File: src/rtl/i2c_bus_monitor.sv
// i2c_bus_monitor
// Decodes I2C bus events from the debounced SCL/SDA levels: START, repeated
// START, STOP, SCL edges, received bytes (MSB first) and the ACK bit.
// All outputs are registered; every pulse is one fastClock cycle wide and
// appears one edge after the input transition is first sampled.
//
// Optional feature: define BUS_TIMEOUT_EN to enable the SCL-low bus timeout
// (TIMEOUT_CYCLES). Without it busTimeout is tied low and no counter exists.
//
// Handshake: there is no back-pressure. Each *Valid / *Detected output is a
// single-cycle strobe and its qualifying data (byteData, byteIsAddress,
// ackBit) is valid in that same cycle; consumers must take it then.
//
// dbgState exposes the receive FSM (0 = IDLE, 1 = DATA, 2 = ACK).

module i2c_bus_monitor #(
    parameter int unsigned TIMEOUT_CYCLES = 65535
) (
    input  logic       fastClock,
    input  logic       resetN,
    input  logic       sclIn,
    input  logic       sdaIn,
    output logic       startDetected,
    output logic       repStartDetected,
    output logic       stopDetected,
    output logic       sclRise,
    output logic       sclFall,
    output logic       busBusy,
    output logic [7:0] byteData,
    output logic       byteValid,
    output logic       byteIsAddress,
    output logic       ackBit,
    output logic       ackValid,
    output logic       frameError,
    output logic       busTimeout,
    output logic [1:0] dbgState
);

    typedef enum logic [1:0] {
        ST_IDLE = 2'd0,
        ST_DATA = 2'd1,
        ST_ACK  = 2'd2
    } state_t;

    // The timeout counter is 16 bits wide, so the limit must fit it.
    if (TIMEOUT_CYCLES < 1 || TIMEOUT_CYCLES > 65535) begin : g_bad_timeout
        $error("TIMEOUT_CYCLES must be in 1..65535");
    end

    state_t      state_q, state_d;
    logic        scl_q, sda_q;
    logic [2:0]  bit_cnt_q, bit_cnt_d;
    logic [6:0]  shift_q, shift_d;
    logic        addr_flag_q, addr_flag_d;
    logic        busy_q, busy_d;
    logic [7:0]  byte_data_q, byte_data_d;
    logic        ack_bit_q, ack_bit_d;

    logic        start_q, rep_start_q, stop_q, rise_q, fall_q;
    logic        byte_valid_q, byte_valid_d;
    logic        byte_is_addr_q, byte_is_addr_d;
    logic        ack_valid_q, ack_valid_d;
    logic        frame_err_q, frame_err_d;

    logic        scl_rise, scl_fall, start_cond, stop_cond;
    logic        to_fire;

    // Bus conditions from previous vs. current sample. START/STOP need SCL
    // stable high, so a simultaneous SCL+SDA change only yields an SCL edge.
    always_comb begin
        scl_rise   = ~scl_q & sclIn;
        scl_fall   = scl_q & ~sclIn;
        start_cond = scl_q & sclIn & sda_q & ~sdaIn;
        stop_cond  = scl_q & sclIn & ~sda_q & sdaIn;
    end

`ifdef BUS_TIMEOUT_EN
    localparam logic [15:0] TIMEOUT_LIMIT = 16'(TIMEOUT_CYCLES);

    logic [15:0] to_cnt_q, to_cnt_d, to_cnt_inc;
    logic        timeout_q;

    // Count cycles with SCL low while busy; fire when the count hits the limit.
    always_comb begin
        to_cnt_inc = to_cnt_q + 16'd1;
        to_cnt_d   = '0;
        to_fire    = 1'b0;
        if (busy_q && !sclIn) begin
            if (to_cnt_inc == TIMEOUT_LIMIT) begin
                to_fire = 1'b1;
            end else begin
                to_cnt_d = to_cnt_inc;
            end
        end
    end

    // Timeout counter and its registered pulse.
    always_ff @(posedge fastClock or negedge resetN) begin
        if (!resetN) begin
            to_cnt_q  <= '0;
            timeout_q <= 1'b0;
        end else begin
            to_cnt_q  <= to_cnt_d;
            timeout_q <= to_fire;
        end
    end

    assign busTimeout = timeout_q;
`else
    assign to_fire    = 1'b0;
    assign busTimeout = 1'b0;
`endif

    // Next-state logic: START/STOP/timeout override everything, otherwise
    // SCL rises shift data bits (DATA) or sample the ACK bit (ACK).
    always_comb begin
        state_d        = state_q;
        bit_cnt_d      = bit_cnt_q;
        shift_d        = shift_q;
        addr_flag_d    = addr_flag_q;
        busy_d         = busy_q;
        byte_data_d    = byte_data_q;
        ack_bit_d      = ack_bit_q;
        byte_valid_d   = 1'b0;
        byte_is_addr_d = 1'b0;
        ack_valid_d    = 1'b0;
        frame_err_d    = 1'b0;

        if (start_cond) begin
            // Any partial byte is dropped silently; the next byte is an address.
            state_d     = ST_DATA;
            bit_cnt_d   = 3'd0;
            shift_d     = '0;
            addr_flag_d = 1'b1;
            busy_d      = 1'b1;
        end else if (stop_cond) begin
            frame_err_d = (state_q == ST_ACK) ||
                          ((state_q == ST_DATA) && (bit_cnt_q != 3'd0));
            state_d     = ST_IDLE;
            bit_cnt_d   = 3'd0;
            shift_d     = '0;
            addr_flag_d = 1'b0;
            busy_d      = 1'b0;
        end else if (to_fire) begin
            state_d     = ST_IDLE;
            bit_cnt_d   = 3'd0;
            shift_d     = '0;
            addr_flag_d = 1'b0;
            busy_d      = 1'b0;
        end else if (scl_rise) begin
            unique case (state_q)
                ST_DATA: begin
                    shift_d   = {shift_q[5:0], sdaIn};
                    bit_cnt_d = bit_cnt_q + 3'd1;
                    if (bit_cnt_q == 3'd7) begin
                        byte_data_d    = {shift_q, sdaIn};
                        byte_valid_d   = 1'b1;
                        byte_is_addr_d = addr_flag_q;
                        addr_flag_d    = 1'b0;
                        state_d        = ST_ACK;
                    end
                end
                ST_ACK: begin
                    ack_bit_d   = sdaIn;
                    ack_valid_d = 1'b1;
                    state_d     = ST_DATA;
                end
                default: begin
                end
            endcase
        end
    end

    // State, input history and registered outputs.
    always_ff @(posedge fastClock or negedge resetN) begin
        if (!resetN) begin
            state_q        <= ST_IDLE;
            scl_q          <= 1'b1;
            sda_q          <= 1'b1;
            bit_cnt_q      <= 3'd0;
            shift_q        <= '0;
            addr_flag_q    <= 1'b0;
            busy_q         <= 1'b0;
            byte_data_q    <= 8'h00;
            ack_bit_q      <= 1'b0;
            start_q        <= 1'b0;
            rep_start_q    <= 1'b0;
            stop_q         <= 1'b0;
            rise_q         <= 1'b0;
            fall_q         <= 1'b0;
            byte_valid_q   <= 1'b0;
            byte_is_addr_q <= 1'b0;
            ack_valid_q    <= 1'b0;
            frame_err_q    <= 1'b0;
        end else begin
            state_q        <= state_d;
            scl_q          <= sclIn;
            sda_q          <= sdaIn;
            bit_cnt_q      <= bit_cnt_d;
            shift_q        <= shift_d;
            addr_flag_q    <= addr_flag_d;
            busy_q         <= busy_d;
            byte_data_q    <= byte_data_d;
            ack_bit_q      <= ack_bit_d;
            start_q        <= start_cond;
            rep_start_q    <= start_cond & busy_q;
            stop_q         <= stop_cond;
            rise_q         <= scl_rise;
            fall_q         <= scl_fall;
            byte_valid_q   <= byte_valid_d;
            byte_is_addr_q <= byte_is_addr_d;
            ack_valid_q    <= ack_valid_d;
            frame_err_q    <= frame_err_d;
        end
    end

    assign startDetected    = start_q;
    assign repStartDetected = rep_start_q;
    assign stopDetected     = stop_q;
    assign sclRise          = rise_q;
    assign sclFall          = fall_q;
    assign busBusy          = busy_q;
    assign byteData         = byte_data_q;
    assign byteValid        = byte_valid_q;
    assign byteIsAddress    = byte_is_addr_q;
    assign ackBit           = ack_bit_q;
    assign ackValid         = ack_valid_q;
    assign frameError       = frame_err_q;
    assign dbgState         = state_q;

endmodule

File: config.mk
export PLATFORM = sky130hd
export DESIGN_NAME = i2c_bus_monitor
export DESIGN_NICKNAME = d
export VERILOG_FILES = /design/src/rtl/i2c_bus_monitor.sv
export SDC_FILE = /design/constraint.sdc
export NUM_CORES = 1
export LEC_CHECK = 0
export BUFFER_PORTS_ARGS = -buffer_cell sky130_fd_sc_hd__buf_2
export CAP_MARGIN = 20
export CORE_MARGIN = 1
export CORE_UTILIZATION = 40
export CTS_CLUSTER_SIZE = 8
export DETAILED_ROUTE_END_ITERATION = 8
export HOLD_SLACK_MARGIN = 0.08
export SLEW_MARGIN = 30
export SYNTH_ARGS = -nofsm -noshare
export SYNTH_HDL_FRONTEND = slang
export SYNTH_SLANG_ARGS = --single-unit
File: constraint.sdc
create_clock -name fastClock -period 1.6 [get_ports fastClock]
set_input_delay 0.16 -clock fastClock [delete_from_list [all_inputs] [get_ports fastClock]]
set_output_delay 0.16 -clock fastClock [all_outputs]
set_load 0.05 [all_outputs]
# Word level (Yosys, flattened, before mapping)

Cells that the tools add are included.

Input bits: 4
Bits in read-only memories: 0
Bits in latches: 0
Memories: 0
RAM bits: 0
Bits in registers: 34

Divide/modulo/power cells: 0
$lt $le $gt $ge: 0
Reduce and logical (&&, ||, !) cells: 13
Eq/ne operators: 4
Muxes and demuxes: 36
Shifts and indexed selects: 0
$mul: 0
$add $sub $neg: 1
Bitwise operators: 14

Operators by type and width:

| cell                                                  | count |
|---|---|
| two-way mux 7 bit                                     | 4 |
| two-way mux 1 bit                                     | 23 |
| two-way mux 3 bit                                     | 4 |
| nonzero test 3 bit                                    | 4 |
| AND 1 bit                                             | 8 |
| two-way mux 2 bit                                     | 4 |
| NOT 1 bit                                             | 6 |
| AND reduction 3 bit                                   | 2 |
| AND reduction 5 bit                                   | 1 |
| inequality test 4 x 3 -> 1 bit, second input constant | 1 |
| case mux 2 bit (2 select lines)                       | 1 |
| AND reduction 4 bit                                   | 1 |
| nonzero test 4 bit                                    | 1 |
| adder 3 x 1 -> 3 bit, second input constant           | 1 |
| equality test 3 bit, second input constant            | 1 |
| equality test 2 x 1 -> 1 bit, second input constant   | 1 |
| equality test 2 bit, second input constant            | 1 |
| AND reduction 2 bit                                   | 1 |
| nonzero test 2 bit                                    | 1 |
| logical AND 1 bit                                     | 1 |
| logical OR 1 bit                                      | 1 |

# Depth between registers and ports, before layout

Word-level depth: 6
Depth in mapped cells: 5
Depth with buffers taken out: 5

# Worst setup path before layout

Ideal clock, no wire load.

Path type: register to register
From: reg state_q[1] (netlist: dbgState[1])
To: reg state_q[0] (netlist: dbgState[0])
Path buffers: 0
Clock period less this slack: 1.867 ns
Arrival time: 1.736 ns
Stages on the path, launching flop included: 6
Setup slack: -0.267 ns
Data required time: 1.469 ns
Path through: dfrtp_1 > inv_1 > ha_1 > nor2b_1 > o311a_1 > or3_1

Word-level cells in the longest chain between the ends: 5

Ends and longest elaborated chain:

| what                                                                | line | source |
|---|---|---|
| from (decl)                                                         | 50   | `state_t state_q, state_d;` |
| from (signal assigned)                                              | 196  | `state_q <= state_d;` |
| equality test 2 bit or equality test 2 x 1 -> 1 bit (tied branches) | 151  | `unique case (state_q)` |
| case mux 2 bit (2 select lines)                                     | 151  |  |
| two-way mux 2 bit                                                   | 150  | `end else if (scl_rise) begin` |
| two-way mux 2 bit                                                   | 136  | `end else if (stop_cond) begin` |
| two-way mux 2 bit                                                   | 129  | `if (start_cond) begin` |

Parallel ways exist; a longest one is shown, timed or not. The select of a mux whose other input is x is not followed.
A chain may end at the register's enable or synchronous reset.

# Worst setup path in the final report

From: reg bit_cnt_q[0]
To: reg state_q[0] (netlist: dbgState[0])

Word-level cells in the longest chain between the ends: 3

Ends and longest elaborated chain:

| what                                     | line | source |
|---|---|---|
| from (decl)                              | 52   | `logic [2:0] bit_cnt_q, bit_cnt_d;` |
| from (signal assigned)                   | 199  | `bit_cnt_q <= bit_cnt_d;` |
| equality test 3 bit                      | 155  | `if (bit_cnt_q == 3'd7) begin` |
| inequality test 4 x 3 -> 1 bit (no line) | --   |  |
| AND reduction 3 bit (no line)            | --   |  |

No other way between the ends.

==> results.toml <==
[synthesis]
post_synth.cell_area_avg_um2 = 13.88
ys_types = 34
netlist_top_cells_area = "sky130_fd_sc_hd__dfrtp_1, sky130_fd_sc_hd__mux2_2, sky130_fd_sc_hd__a22o_1"
synth.yosys.seq_area_share = 0.6274
syn-instance-count = 98
synth.top_cell.area_share = 0.5888
synth.largest_area_cell = "sky130_fd_sc_hd__dfrtp_1"
yosys_warning_count = 0
syn_nets = 107
post_synth_instance_area_um2 = 1360
synth_seq_cells = 34

[worst_setup_path]
slowest_delay_ns = 0.40
crit_slowest_cell = "sky130_fd_sc_hd__dfrtp_1"
timing.rr.start = "bit_cnt_q[0]$_DFFE_PN0P_"
crit_chain = "ha_2, ha_4, nor2b_4, o311a_1, or3_1"
path_max_fanout = 4
crit_type = "register to register"
reg2regPathDepth = 5
crit_required_ns = 1.80
cp.arrival_ns = 1.73
setup.worst_path.start_class = "register"
timing.reg2reg.setup_slack_ns = 0.07
end_kind = "register"
worstReg2RegEnd = "dbgState[0]$_DFFE_PN0P_"

[floorplanning]
rows = 20
die_area_um2 = 3637
die_y_um = 60.31
top_level_ports = 26
initial_utilization = 0.4348
die_width_um = 60.31
design.core.area_um2 = 3128

[clock_tree]
clk_latency_ns = 0.32
h_tree_depth = 2
cts_inserted_buffers = 5
postCtsSetupBuffers = 0
max-clock-path-buffers = 2
cts_tree = "done"
clk_transition_reported_paths_ns = 0.10
clock_sinks = 34
cell_at_the_root_of_the_clock_tree = "sky130_fd_sc_hd__clkbuf_4"

[timing]
maxClockFrequency_mhz = 654.0
fin_skew_ns = 0.007433
report.final.slew_viol_count = 0
fin_crit_ns = 1.529
layout_worst_path_cycle_share = 0.9557
rsz_0062_raised_after_global_routing = "yes"
final_critical_path_setup_slack_ns = 0.07093
summed_negative_setup_slack_over_all_endpoints_ns = 0
timing_hold_violations_final = 0
report.final.setup_viol = 0

[global_route]
antenna_found_initial = 0
groute.usage.overall = 0.1670
overflow = 0
grt_max_degree = 35
via_count_of_the_first_global_routing_pass = 886
global_route_wire_length_before_repair_um = 4243

[placed_design]
buffer_ports.inserted = 24
place.gp.congestion = 0.7921
post_dp_cell_area_um2 = 1573
dp.final_hpwl_um = 1654
dp_worst_setup_slack_ns = 0.02331

[power_and_ir_drop]
power_density_nw_per_um2 = 1392
power.leakage_nw = 0.9343
power_mw = 2.364
ir_worst_vdd_mv = 1.025

[routing]
drt-pass1-iter-count = 4
dr_total_vias = 866
antenna_left = 0
drt_first_iter_violations = 18
average_wire_length_per_cell_after_detail_routing_um = 13.82
final_routed_drc_violation_total = 0
routed_via_density = 4.893
drt-total-wl_um = 2446

[hold_path]
worst_hold_path_type = "primary input to asynchronous set/reset pin"

[run]
timing.max_cap.violations = 0

[layout]
layout-area-overhead-vs-synth_pct = 24.84
num_antenna_cells = 0
multi_input_comb_area_um2 = 505.5
leading_cell_type_in_the_layout_fill_and_taps_excluded = "sky130_fd_sc_hd__dfrtp_1"
layout-drive-gt1-share = 0.4211
final_cell_area_um2 = 1698
most-common-layout-cells = "sky130_fd_sc_hd__dfrtp_1, sky130_fd_sc_hd__buf_2, sky130_fd_sc_hd__a22o_1, sky130_fd_sc_hd__mux2_2, sky130_fd_sc_hd__inv_1"
regArea_um2 = 855.8
filler_cell_count_in_the_final_layout = 275
num-nets-final = 141

[status]
outcome = "complete, no violations"
-- worst max-delay path, delay by kind of cell, from the launching register on --
kind | cells | cell delay (ns)
AO/OA/AOI/OAI | 1 | 0.27
adder cells (fa/ha/maj) | 2 | 0.37
flip-flops | 1 | 0.40
AND/OR/NAND/NOR | 2 | 0.36
-- report_power, final --
group | internal, mW | total (mW) | switching [mW] | leakage [nW]
clock | 0.331 | 0.590 | 0.259 | 0.0395
combinational | 0.284 | 0.718 | 0.434 | 0.444
sequential | 0.961 | 1.06 | 0.0944 | 0.451
total | 1.58 | 2.36 | 0.788 | 0.934
-- through the flow --
| step | utilization | hold WS (ns) | std cells |
|---|---|---|---|
| after global placement | 0.5028 | 0.2083 | 166 |
| after global routing | 0.5428 | 0.4151 | 177 |
| after detailed placement | 0.5028 | 0.2125 | 166 |
| final | 0.5428 | 0.3858 | 177 |
| after floorplan | - | -0.1356 | 98 |
| after CTS | 0.5364 | 0.3909 | 177 |
-- synthesized netlist by cell type (all sizes together) --
library cell and instances:
a211o 1, a21o 1, buf 3, o21a 1
a21oi 1, and3 1, inv 9, nand2b 2
and3b 1, dfstp 2, ha 5, nand4b 1
xor2 1, o311a 1, nand2 1, o21ai 3
nand3b 2, nor2 2, nor4 1, nor3 1
conb 1, mux2 9, and2 1, or3 1
o211a 1, and4b 1, dfrtp 32, nor2b 1
a22o 10, a31o 1
-- cell families after synthesis --
| family | synth area share |
|---|---|
| AO/OA/AOI/OAI | 0.1205 |
| XOR/XNOR | 0.006441 |
| adder cells (fa/ha/maj) | 0.04600 |
| buffers and inverters | 0.03955 |
| flip-flops | 0.6274 |
| multiplexers | 0.07452 |
| other | 0.002757 |
| AND/OR/NAND/NOR | 0.08281 |
-- worst max path at each step --
stage               slack [ns]                      from  cells past startpoint                 endpoint
floorplan                -0.01   dbgState[1]$_DFFE_PN0P_                      5  byteData[1]$_DFFE_PN0P_
global placement          0.04  bit_cnt_q[0]$_DFFE_PN0P_                      4  byteData[7]$_DFFE_PN0P_
finish                    0.07  bit_cnt_q[0]$_DFFE_PN0P_                      5  dbgState[0]$_DFFE_PN0P_
global route             -0.01  bit_cnt_q[0]$_DFFE_PN0P_                      5  dbgState[0]$_DFFE_PN0P_
CTS                       0.01  bit_cnt_q[0]$_DFFE_PN0P_                      4  byteData[1]$_DFFE_PN0P_
detailed placement        0.02  bit_cnt_q[0]$_DFFE_PN0P_                      4  byteData[1]$_DFFE_PN0P_
-- flip-flops by register name (all words and copies together) (netlist names), 2 cells and up --
register / cells
dbgState: 2
shift_q: 7
byteData: 8
bit_cnt_q: 3
-- metal layers --
metal,GRT usage,wire length (um)
met5,0,0
met4,0.06977,46
met3,0.06710,118
met2,0.2496,1165
met1,0.2143,1116
-- area by class of cell --
type | instances | area share
clock inverters | 1 | 0.01769
well taps | 44 | 0.03242
inverters | 9 | 0.01990
clock buffers | 7 | 0.02653
repair buffers | 30 | 0.1017
multi-input cells | 52 | 0.2977
flip-flops and latches | 34 | 0.5041
-- repair_timing --
item,in CTS,in global routing
hold endpoints to repair,34,0
endpoints found under the setup margin,0,9
hold buffers,3,0
resized for setup,0,4
Note: power is estimated with default switching activity, not from simulation.
